[src/rtl/sdhci_pkg.sv]
// ---------------------------------------------------------------------------
// sdhci_pkg
// Shared definitions for the SD host CMD-line receive path.
//   rx_state_e   : states of the response receiver FSM
//   RspShortBits : length of an R1/R3/R6/R7 response frame (incl. start/end)
//   RspLongBits  : length of an R2 response frame (incl. start/end)
//   Crc7Poly     : CRC7 generator x^7 + x^3 + 1 (x^7 term implicit)
//   crc7_step    : one serial CRC7 update, MSB-first
// ---------------------------------------------------------------------------
package sdhci_pkg;

  localparam int         RspShortBits = 48;
  localparam int         RspLongBits  = 136;
  localparam logic [6:0] Crc7Poly     = 7'h09;

  typedef enum logic [1:0] {
    RX_IDLE       = 2'd0,
    RX_WAIT_START = 2'd1,
    RX_RECEIVE    = 2'd2,
    RX_CHECK      = 2'd3
  } rx_state_e;

  function automatic logic [6:0] crc7_step(input logic [6:0] crc, input logic d);
    logic fb;
    fb = d ^ crc[6];
    return {crc[5:0], 1'b0} ^ (fb ? Crc7Poly : 7'h00);
  endfunction

endpackage

[src/rtl/cmd_read_crc7_check.sv]
// ---------------------------------------------------------------------------
// crc7_check
// Serial CRC7 accumulator. Bits are folded in MSB-first, one per enabled
// clk_i cycle; clr_i restarts the remainder at zero and wins over en_i.
//   clk_i  : system clock
//   clr_i  : restart remainder
//   en_i   : fold d_i into the remainder this cycle
//   d_i    : serial data bit
//   crc_o  : current 7-bit remainder
// The remainder is datapath state: it is always cleared before use, so it
// carries no reset.
// ---------------------------------------------------------------------------
module crc7_check
  import sdhci_pkg::*;
(
  input  logic       clk_i,
  input  logic       clr_i,
  input  logic       en_i,
  input  logic       d_i,
  output logic [6:0] crc_o
);

  logic [6:0] crc_q;

  always_ff @(posedge clk_i) begin
    if (clr_i) begin
      crc_q <= 7'h00;
    end else if (en_i) begin
      crc_q <= crc7_step(crc_q, d_i);
    end
  end

  assign crc_o = crc_q;

endmodule

[src/rtl/cmd_read.sv]
// ---------------------------------------------------------------------------
// cmd_read
// SD CMD-line response receiver. Armed by the controller after a command's
// end bit, it waits a bounded number of SD clock ticks for a start bit,
// shifts in a 48-bit or 136-bit response, then checks CRC7, end bit and
// command index in a single CHECK cycle.
//
// Ports
//   clk_i, rst_ni   : clock, synchronous active-low reset
//   clk_en_p_i      : SD clock rising-edge strobe; CMD sampled only here
//   cmd_i           : synchronised CMD line
//   start_rx_i      : arm request (honoured only when idle and not busy)
//   long_rsp_i      : 1 = 136-bit R2, 0 = 48-bit (latched at arm)
//   check_crc_i     : enable CRC7 check (latched at arm)
//   check_idx_i     : enable index check (latched at arm)
//   cmd_nr_i        : expected command index (latched at arm)
//   rsp_o           : payload, short = bits 39:8, long = bits 127:8
//   rx_done_o       : one-cycle end-of-reception pulse
//   busy_o          : high from arm through the rx_done_o pulse
//   timeout_err_o, crc_err_o, end_bit_err_o, index_err_o : sticky flags
//   crc_rx_o, crc_calc_o : received / computed CRC (only with macro
//                          SDHCI_CMD_READ_CRC_OUT_EN defined)
//
// Parameter
//   TimeoutCycles   : SD clock ticks allowed before the start bit (NCR)
// ---------------------------------------------------------------------------
module cmd_read
  import sdhci_pkg::*;
#(
  parameter int TimeoutCycles = 64
) (
  input  logic         clk_i,
  input  logic         rst_ni,
  input  logic         clk_en_p_i,
  input  logic         cmd_i,
  input  logic         start_rx_i,
  input  logic         long_rsp_i,
  input  logic         check_crc_i,
  input  logic         check_idx_i,
  input  logic [5:0]   cmd_nr_i,
`ifdef SDHCI_CMD_READ_CRC_OUT_EN
  output logic [6:0]   crc_rx_o,
  output logic [6:0]   crc_calc_o,
`endif
  output logic [119:0] rsp_o,
  output logic         rx_done_o,
  output logic         busy_o,
  output logic         timeout_err_o,
  output logic         crc_err_o,
  output logic         end_bit_err_o,
  output logic         index_err_o
);

  localparam int ToW = $clog2(TimeoutCycles + 1);

  rx_state_e state_q, state_d;

  // control
  logic [7:0]   bit_cnt_q;
  logic [ToW-1:0] to_cnt_q;
  logic         to_done_q;
  logic         timeout_q, crc_err_q, end_bit_err_q, index_err_q;
  logic [119:0] rsp_q;

  // configuration and datapath (no reset, loaded at arm / during receive)
  logic         long_q, check_crc_q, check_idx_q;
  logic [5:0]   cmd_nr_q;
  logic [127:0] sr_q;
  logic [6:0]   crc_rem;

  logic         accept, start_seen, to_hit, last_bit, in_check;
  logic         crc_en, crc_range;
  logic [7:0]   last_cnt;

  logic         chk_crc_err, chk_end_err, chk_idx_err;
  logic [119:0] rsp_new;

  // A timeout pulse is reported from IDLE, so accept must also wait for it
  // to clear or a new arm could land inside the pulse.
  assign accept     = start_rx_i && (state_q == RX_IDLE) && !to_done_q;
  assign start_seen = clk_en_p_i && (state_q == RX_WAIT_START) && !cmd_i;
  assign to_hit     = clk_en_p_i && (state_q == RX_WAIT_START) && cmd_i &&
                      (to_cnt_q == ToW'(TimeoutCycles - 1));
  assign last_cnt   = long_q ? 8'(RspLongBits - 1) : 8'(RspShortBits - 1);
  assign last_bit   = clk_en_p_i && (state_q == RX_RECEIVE) && (bit_cnt_q == last_cnt);
  assign in_check   = (state_q == RX_CHECK);

  // bit_cnt_q counts bits already taken, so the bit arriving now has frame
  // index (frame_len - 1 - bit_cnt_q). Long responses leave the start bit,
  // transmission bit and reserved field (135..128) out of the CRC.
  assign crc_range = long_q ?
                     ((bit_cnt_q >= 8'(RspLongBits - 128)) && (bit_cnt_q <= 8'(RspLongBits - 9))) :
                     (bit_cnt_q <= 8'(RspShortBits - 9));
  assign crc_en    = clk_en_p_i &&
                     (((state_q == RX_WAIT_START) && !cmd_i && !long_q) ||
                      ((state_q == RX_RECEIVE) && crc_range));

  crc7_check u_crc7 (
    .clk_i (clk_i),
    .clr_i (accept),
    .en_i  (crc_en),
    .d_i   (cmd_i),
    .crc_o (crc_rem)
  );

  // Evaluation in CHECK: sr_q now holds the frame's low 128 bits, end bit
  // in sr_q[0] and received CRC in sr_q[7:1].
  assign chk_crc_err = check_crc_q && (sr_q[7:1] != crc_rem);
  assign chk_end_err = !sr_q[0];
  assign chk_idx_err = check_idx_q && !long_q && (sr_q[45:40] != cmd_nr_q);
  assign rsp_new     = long_q ? sr_q[127:8] : {88'b0, sr_q[39:8]};

  // State register
  always_ff @(posedge clk_i) begin
    if (!rst_ni) begin
      state_q <= RX_IDLE;
    end else begin
      state_q <= state_d;
    end
  end

  // Next-state logic
  always_comb begin
    state_d = state_q;
    unique case (state_q)
      RX_IDLE: begin
        if (accept) state_d = RX_WAIT_START;
      end
      RX_WAIT_START: begin
        if (start_seen)  state_d = RX_RECEIVE;
        else if (to_hit) state_d = RX_IDLE;
      end
      RX_RECEIVE: begin
        if (last_bit) state_d = RX_CHECK;
      end
      RX_CHECK: begin
        state_d = RX_IDLE;
      end
      default: state_d = RX_IDLE;
    endcase
  end

  // Outputs: in CHECK the freshly evaluated values are shown alongside the
  // rx_done_o pulse; afterwards the registered copies hold them.
  always_comb begin
    busy_o        = (state_q != RX_IDLE) || to_done_q;
    rx_done_o     = in_check || to_done_q;
    timeout_err_o = timeout_q;
    crc_err_o     = in_check ? chk_crc_err : crc_err_q;
    end_bit_err_o = in_check ? chk_end_err : end_bit_err_q;
    index_err_o   = in_check ? chk_idx_err : index_err_q;
    rsp_o         = in_check ? rsp_new     : rsp_q;
  end

  // Control registers
  always_ff @(posedge clk_i) begin
    if (!rst_ni) begin
      bit_cnt_q     <= 8'd0;
      to_cnt_q      <= '0;
      to_done_q     <= 1'b0;
      timeout_q     <= 1'b0;
      crc_err_q     <= 1'b0;
      end_bit_err_q <= 1'b0;
      index_err_q   <= 1'b0;
      rsp_q         <= '0;
    end else begin
      to_done_q <= to_hit;
      if (accept) begin
        bit_cnt_q     <= 8'd0;
        to_cnt_q      <= '0;
        timeout_q     <= 1'b0;
        crc_err_q     <= 1'b0;
        end_bit_err_q <= 1'b0;
        index_err_q   <= 1'b0;
      end
      if (start_seen) begin
        bit_cnt_q <= 8'd1;
      end else if (clk_en_p_i && (state_q == RX_WAIT_START)) begin
        to_cnt_q <= to_cnt_q + ToW'(1);
      end
      if (clk_en_p_i && (state_q == RX_RECEIVE)) begin
        bit_cnt_q <= bit_cnt_q + 8'd1;
      end
      if (to_hit) begin
        timeout_q <= 1'b1;
      end
      if (in_check) begin
        crc_err_q     <= chk_crc_err;
        end_bit_err_q <= chk_end_err;
        index_err_q   <= chk_idx_err;
        rsp_q         <= rsp_new;
      end
    end
  end

  // Configuration latch and response shift register
  always_ff @(posedge clk_i) begin
    if (accept) begin
      long_q      <= long_rsp_i;
      check_crc_q <= check_crc_i;
      check_idx_q <= check_idx_i;
      cmd_nr_q    <= cmd_nr_i;
    end
    if (clk_en_p_i && (state_q == RX_RECEIVE)) begin
      sr_q <= {sr_q[126:0], cmd_i};
    end
  end

`ifdef SDHCI_CMD_READ_CRC_OUT_EN
  logic [6:0] crc_rx_q, crc_calc_q;

  always_ff @(posedge clk_i) begin
    if (!rst_ni) begin
      crc_rx_q   <= 7'h00;
      crc_calc_q <= 7'h00;
    end else if (in_check) begin
      crc_rx_q   <= sr_q[7:1];
      crc_calc_q <= crc_rem;
    end
  end

  assign crc_rx_o   = in_check ? sr_q[7:1] : crc_rx_q;
  assign crc_calc_o = in_check ? crc_rem   : crc_calc_q;
`endif

endmodule

[config.mk]
export PLATFORM = sky130hd
export DESIGN_NAME = cmd_read
export DESIGN_NICKNAME = d
export VERILOG_FILES = /design/src/rtl/sdhci_pkg.sv /design/src/rtl/cmd_read_crc7_check.sv /design/src/rtl/cmd_read.sv
export SDC_FILE = /design/constraint.sdc
export NUM_CORES = 1
export LEC_CHECK = 0
export ABC_CLOCK_PERIOD_IN_PS = 3850
export CAP_MARGIN = 20
export CORE_UTILIZATION = 55
export DETAILED_ROUTE_END_ITERATION = 6
export PLACE_DENSITY = 0.79
export SLEW_MARGIN = 10
export SYNTH_ARGS = -nofsm -noshare
export SYNTH_HDL_FRONTEND = slang
export SYNTH_SLANG_ARGS = --single-unit
[constraint.sdc]
create_clock -name clk_i -period 3.85 [get_ports clk_i]
set_clock_uncertainty 0.1 [all_clocks]
set_input_delay 0.77 -clock clk_i [delete_from_list [all_inputs] [get_ports clk_i]]
set_output_delay 0.77 -clock clk_i [all_outputs]
set_load 0.01 [all_outputs]
Word-level counts from Yosys, hierarchy flattened
Index checks and enable logic that the tools add are counted.
{"block": "word_totals", "register_bits": 286, "latch_bits": 0, "ramBits": 0, "rom_bits": 0, "inputBits": 14, "out_inout_bits": 126, "word_cells": 85, "n_memories": 0}
{"block": "classes", "addsub": 2, "n_mul": 0, "div_mod_pow": 0, "order_cmp": 3, "eq_ne": 10, "n_shift": 0, "mux": 24, "bitwise_logic": 2, "n_reduce_logical": 29}
{"op": "120-bit 2-to-1 mux", "n": 2}
{"op": "8-bit 2-to-1 mux", "n": 4}
{"op": "7-bit 2-to-1 mux", "n": 3}
{"op": "1-bit logical AND", "n": 16}
{"op": "1-bit 2-to-1 mux", "n": 9}
{"op": "8-bit by 1-bit adder with 8-bit output (second input constant)", "n": 1}
{"op": "8-bit equality test", "n": 1}
{"op": "8-bit by 4-bit >= comparator with 1-bit output (second input constant)", "n": 1}
{"op": "8-bit by 6-bit <= comparator with 1-bit output (second input constant)", "n": 1}
{"op": "8-bit by 7-bit <= comparator with 1-bit output (second input constant)", "n": 1}
{"op": "2-bit 2-to-1 mux", "n": 4}
{"op": "2-bit one-hot mux with 4 select lines", "n": 1}
{"op": "7-bit by 1-bit adder with 7-bit output (second input constant)", "n": 1}
{"op": "7-bit by 6-bit equality test with 1-bit output (second input constant)", "n": 1}
{"op": "7-bit inequality test", "n": 1}
{"op": "7-bit XOR", "n": 1}
{"op": "6-bit inequality test", "n": 1}
{"op": "2-bit nonzero test", "n": 3}
{"op": "2-bit equality test (second input constant)", "n": 2}
{"op": "1-bit zero test", "n": 4}
{"op": "4-bit 2-to-1 mux", "n": 1}
{"op": "2-bit inequality test (second input constant)", "n": 2}
{"op": "1-bit logical OR", "n": 3}
{"op": "3-bit inequality test (second input constant)", "n": 1}
{"op": "other kinds (5)", "n": 5}

Depth between registers and ports, before layout
{"block": "logic_depth", "depth_word": 7, "mapped_depth": 7}

Cells and area by module
From an unflattened synthesis, not the netlist that was laid out.
{"block": "unflattened", "hier_cells": 976, "area_unflattened_um2": 10392.5}
{"module": "cmd_read", "n_inst": 1, "cells_per_inst": 950, "area_each_um2": 10123.5, "seq_area_each_um2": 6956.7}
{"module": "crc7_check", "n_inst": 1, "cells_per_inst": 26, "area_each_um2": 269.0, "seq_area_each_um2": 140.1}

Least setup slack after synthesis
No wires, ideal clock.
{"block": "synth_path", "kind": "in2reg", "startpoint": "in clk_en_p_i", "endpoint": "reg bit_cnt_q[7]", "setup_ns": 0.115, "arrival_ns": 2.979, "slack_ns": 0.656, "cell_stages": 5, "n_path_buf": 0, "cell_sequence": "nand3b_4 -> inv_2 -> nand4_1 -> and3_2 -> o21a_1"}
{"block": "synth_between", "elab_chain_len": 4, "word_cells_on_any_way": 6, "cone_classes": "mux: 2; reduce/logical: 4"}
{"item": "from (decl)", "line_no": "cmd_read.sv:34", "text": "input logic clk_en_p_i,"}
{"item": "1-bit logical AND (2 in a row)", "line_no": "cmd_read.sv:81", "text": "assign start_seen = clk_en_p_i && (state_q == RX_WAIT_START) && !cmd_i;"}
{"item": "8-bit 2-to-1 mux", "line_no": "cmd_read.sv:176", "text": "if (start_seen) begin"}
{"item": "8-bit 2-to-1 mux", "line_no": "cmd_read.sv:181", "text": "if (clk_en_p_i && (state_q == RX_RECEIVE)) begin"}
{"item": "to (signal assigned)", "line_no": "cmd_read.sv:182", "text": "bit_cnt_q <= bit_cnt_q + 8'd1;"}
{"item": "to (decl)", "line_no": "cmd_read.sv:59", "text": "logic [7:0] bit_cnt_q;"}
Parallel ways exist; a longest one is shown, timed or not.
A chain may end at the register's enable or synchronous reset.

==> results.py <==
metrics = {
    "run_status": {
        "outcome": "completed",
    },
    "grt": {
        "grt_pass1_vias": 6933,
        "grt_util_met2_pct": 38.0,
        "gr-usage-all-layers_pct": 22.6,
        "grt-ovfl-total": 0,
        "grtUsageMet3_pct": 2.82,
        "antenna_found_initial": 0,
        "grt_max_degree": 59,
        "grt.busiest_layer": "met2",
        "use_met1_pct": 31.3,
        "grt_pass1_wl_um": 35700,
    },
    "clocking": {
        "cts.repair.resized": 0,
        "cts_tree": "yes",
        "holdBufCountCts": 0,
        "clk_latency_ns": 0.52,
        "cts_buffer_depth": 3,
        "cts_inserted_buffers": 28,
        "cts.reportedPaths.clkPinSlew_ns": 0.06,
        "cts.sinks": 286,
        "post-cts-setup-buffer-count": 0,
        "cts_max_level": 1,
        "cts-root-buf": "clkbuf_16",
    },
    "drt": {
        "drc": 0,
        "ant_nets": 0,
        "vias": 7235,
        "drt_iter0_markers": 513,
        "avgRoutedWirePerCell_um": 15.9,
        "via_per_inst": 5.22,
        "drt_wl_total_um": 22100,
        "first_pass_iters": 5,
    },
    "synth": {
        "syn_area_mm2": 0.0106,
        "synthMuxAreaShare_pct": 0.659,
        "synth_compound_area_share_pct": 3.19,
        "synthAdderAreaFrac_pct": 0.353,
        "synth_top_family_by_area": "simple AND/OR/NAND/NOR gates",
        "netlist_instances": 979,
        "synth-simple-area-share_pct": 24.9,
        "synth.avg_cell_area_um2": 10.9,
        "synth_xor_area_share_pct": 1.24,
        "syn_nets": 996,
        "synth-seq-cells": 286,
        "ys_types": 52,
        "seq_area_frac_synth_pct": 66.8,
        "synth_warnings": 0,
    },
    "finish": {
        "area_growth_syn_to_layout_pct": 23.6,
        "fin_nets": 1120,
        "diodes": 0,
        "drive_above_1_share_pct": 6.49,
        "instances_no_fill": 1385,
    },
    "worst_setup_path": {
        "cp_slowest_stage_delay_ns": 0.65,
        "rr_worst_depth": 3,
        "path_class": "register to output port",
        "cp.required_ns": 2.98,
        "cp_max_fo": 52,
        "arrival_ns": 2.83,
        "critPathSlowestCell": "dfxtp_1",
        "endpoint_kind": "output port",
        "reg2reg_slack_ns": 1.64,
        "cp-start-kind": "register",
        "rr_endpoint": "sr_q[56]$_DFFE_PP_",
        "cp_cell_sequence": "and2_4 -> buf_12 -> nand3_1 -> nand2_1 -> clkdlybuf4s50_1",
    },
    "die": {
        "die-height_um": 141,
        "start_util_pct": 56.4,
        "num_io_pins": 140,
        "rows": 50,
        "die_w_um": 141,
        "core-area_mm2": 0.0188,
        "die_area_mm2": 0.0199,
    },
    "power_and_ir_drop": {
        "p_clk_share_pct": 44.1,
        "p_int_mw": 4.90,
        "seqPwrFrac_pct": 52.0,
        "ir_drop_v": 0.000323,
        "sw_frac_of_total_pct": 20.7,
        "p_sw_mw": 1.28,
        "powerDensity_mw_per_mm2": 470,
        "pwr-share-comb_pct": 3.8,
        "leakage_nw": 4.99,
    },
    "worst_hold_path": {
        "holdCritStartpoint": "sr_q[62]$_DFFE_PP_",
        "holdPathStages": 0,
        "hp-class": "register to register",
        "min_to": "sr_q[63]$_DFFE_PP_",
    },
    "placed_design": {
        "portBuffers": 139,
        "placed_cells": 1333,
        "dpl.hpwl_um": 13500,
        "gp_congestion": 0.784,
    },
    "sta": {
        "finalSetupViolCount": 0,
        "timing.fmax_ghz": 0.271,
        "hold_viol_final": 0,
        "hold_slack_ns": 0.347,
        "final_max_slew_viol_count": 0,
        "final.setup.tns_ns": 0,
        "finalCriticalPeriod_ns": 3.70,
        "slew_headroom_pct": 62.6,
        "worst_pin_slew_ns": 0.560,
        "rsz0062_at_grt": "false",
        "min_period_over_period_pct": 96.0,
    },
    "flow_run": {
        "cap_violations": 0,
    },
}
power by group through the flow:
stage / Clock (mW) / Combinational (mW) / Sequential (mW)
4_1_cts: 2.77 / 0.239 / 3.21
2_1_floorplan: 0 / 0.143 / 3.27
6_report: 2.73 / 0.236 / 3.21
3_3_place_gp: 0 / 0.235 / 3.28
3_5_place_dp: 0 / 0.237 / 3.28
5_1_grt: 2.89 / 0.258 / 3.22
cell families after synthesis:
group	after synthesis
DFF	286
muxes	7
AOI/OAI and AO/OA	50
buffers and inverters	64
and+or+nand+nor	554
adders and majority gates	3
xor gates and xnor gates	15
placed cells by master (no fill, tap or decap), types with 2 or more instances in the layout:
| cell type | Yosys | layout |
|---|---|---|
| clkbuf_1 | 33 | 2 |
| clkbuf_16 | 0 | 29 |
| buf_4 | 2 | 12 |
| and3_1 | 4 | 4 |
| nor2b_1 | 5 | 5 |
| nand3b_1 | 3 | 3 |
| inv_1 | 3 | 3 |
| nand4_1 | 5 | 5 |
| nand2_1 | 297 | 296 |
| o32ai_1 | 2 | 2 |
| clkdlybuf4s50_1 | 0 | 138 |
| edfxtp_1 | 137 | 137 |
| ha_1 | 3 | 3 |
| a21boi_1 | 5 | 5 |
| clkinv_2 | 0 | 9 |
| o21ai_0 | 16 | 16 |
| o21a_1 | 5 | 5 |
| a21oi_1 | 8 | 8 |
| a31oi_1 | 4 | 4 |
| nand3_1 | 92 | 92 |
| nor3_1 | 2 | 2 |
| xnor2_1 | 14 | 14 |
| bufinv_16 | 0 | 2 |
| buf_12 | 0 | 3 |
| mux2i_1 | 7 | 7 |
| clkinv_1 | 0 | 3 |
| and2_1 | 122 | 122 |
| dfxtp_1 | 149 | 149 |
| nor2_1 | 10 | 10 |
| clkbuf_8 | 3 | 5 |
cell type report:
| cell class | count | area, um2 |
|---|---|---|
| multi-input cells | 629 | 3230 |
| well taps | 260 | 325 |
| fillers | 1396 | 5690 |
| flip-flops and latches | 286 | 7100 |
| inverters | 5 | 21.3 |
| clock inverters | 16 | 133 |
| repair buffers | 153 | 1530 |
| clock buffers | 36 | 802 |
per-stage QoR:
step | total power, mW | instance area [um2] | utilization (%) | setup WS (ns)
global placement | 3.51 | 12200 | 64.8 | 0.773
floorplan | 3.42 | 10600 | - | 0.656
CTS | 6.22 | 13100 | 69.8 | 0.140
finish | 6.18 | 13100 | 69.8 | 0.153
detailed placement | 3.52 | 12200 | 64.8 | 0.718
global route | 6.36 | 13100 | 69.8 | 0.00954
per-layer routing:
metal  wire length (um)  vias to the layer above  part of all wire [%]
met4                399                        0                   1.8
met1               9920                     3491                    45
met5                  0                        -                     0
met2              10700                      188                    49
met3               1030                       31                   4.7
li1                   -                     3525                     -
worst max-delay path, delay by kind of cell (launching register included):
kind | cells | cell delay [ns]
buffers and inverters | 2 | 0.85
AND/OR/NAND/NOR | 3 | 0.79
flip-flops | 1 | 0.65
Yosys cell counts, drive strengths merged:
library cell	count	area, um2
nand2	297	1110
dfxtp	149	2980
edfxtp	137	4110
and2	123	771
nand3	92	460
clkbuf	36	165
buf	23	126
o21ai	17	85.1
xnor2	14	123
nor2	10	37.5
a21oi	8	40.0
mux2i	7	70.1
a21boi	6	45.1
and3	5	32.5
inv	5	18.8
nand4	5	31.3
nor2b	5	31.3
o21a	5	37.5
a31oi	4	25.0
nand3b	4	42.5
ha	3	37.5
nor3	3	26.3
o32ai	2	17.5
a21o	1	7.51
a22oi	1	21.3
a311oi	1	15.0
and4	1	8.76
and4b	1	10.0
nand2b	1	6.26
nand4b	1	15.0
nor3b	1	7.51
nor4	1	12.5
nor4bb	1	10.0
o2111ai	1	8.76
o211a	1	10.0
o211ai	1	7.51
o311a	1	10.0
o31a	1	8.76
or3	1	6.26
or3b	1	8.76
or4b	1	10.0
xor2	1	8.76
worst max-delay path by stage:
stage / slack, ns / end
after floorplan: 0.66 / bit_cnt_q[7]$_SDFFE_PN0P_
after global placement: 0.77 / rsp_o[67]
after detailed placement: 0.72 / rsp_o[61]
after CTS: 0.14 / rsp_o[100]
after global routing: 0.01 / rsp_o[53]
final: 0.15 / rsp_o[100]
flip-flops by register name, indices dropped and copies added, names as in the netlist, named ones only:
register,flops
check_crc_q,1
end_bit_err_q,1
to_cnt_q,7
rsp_q,120
timeout_err_o,1
bit_cnt_q,8
to_done_q,1
long_q,1
u_crc7.crc_o,7
check_idx_q,1
index_err_q,1
sr_q,128
crc_err_q,1
cmd_nr_q,6
state_q,1
(Power assumes the default switching activity.)
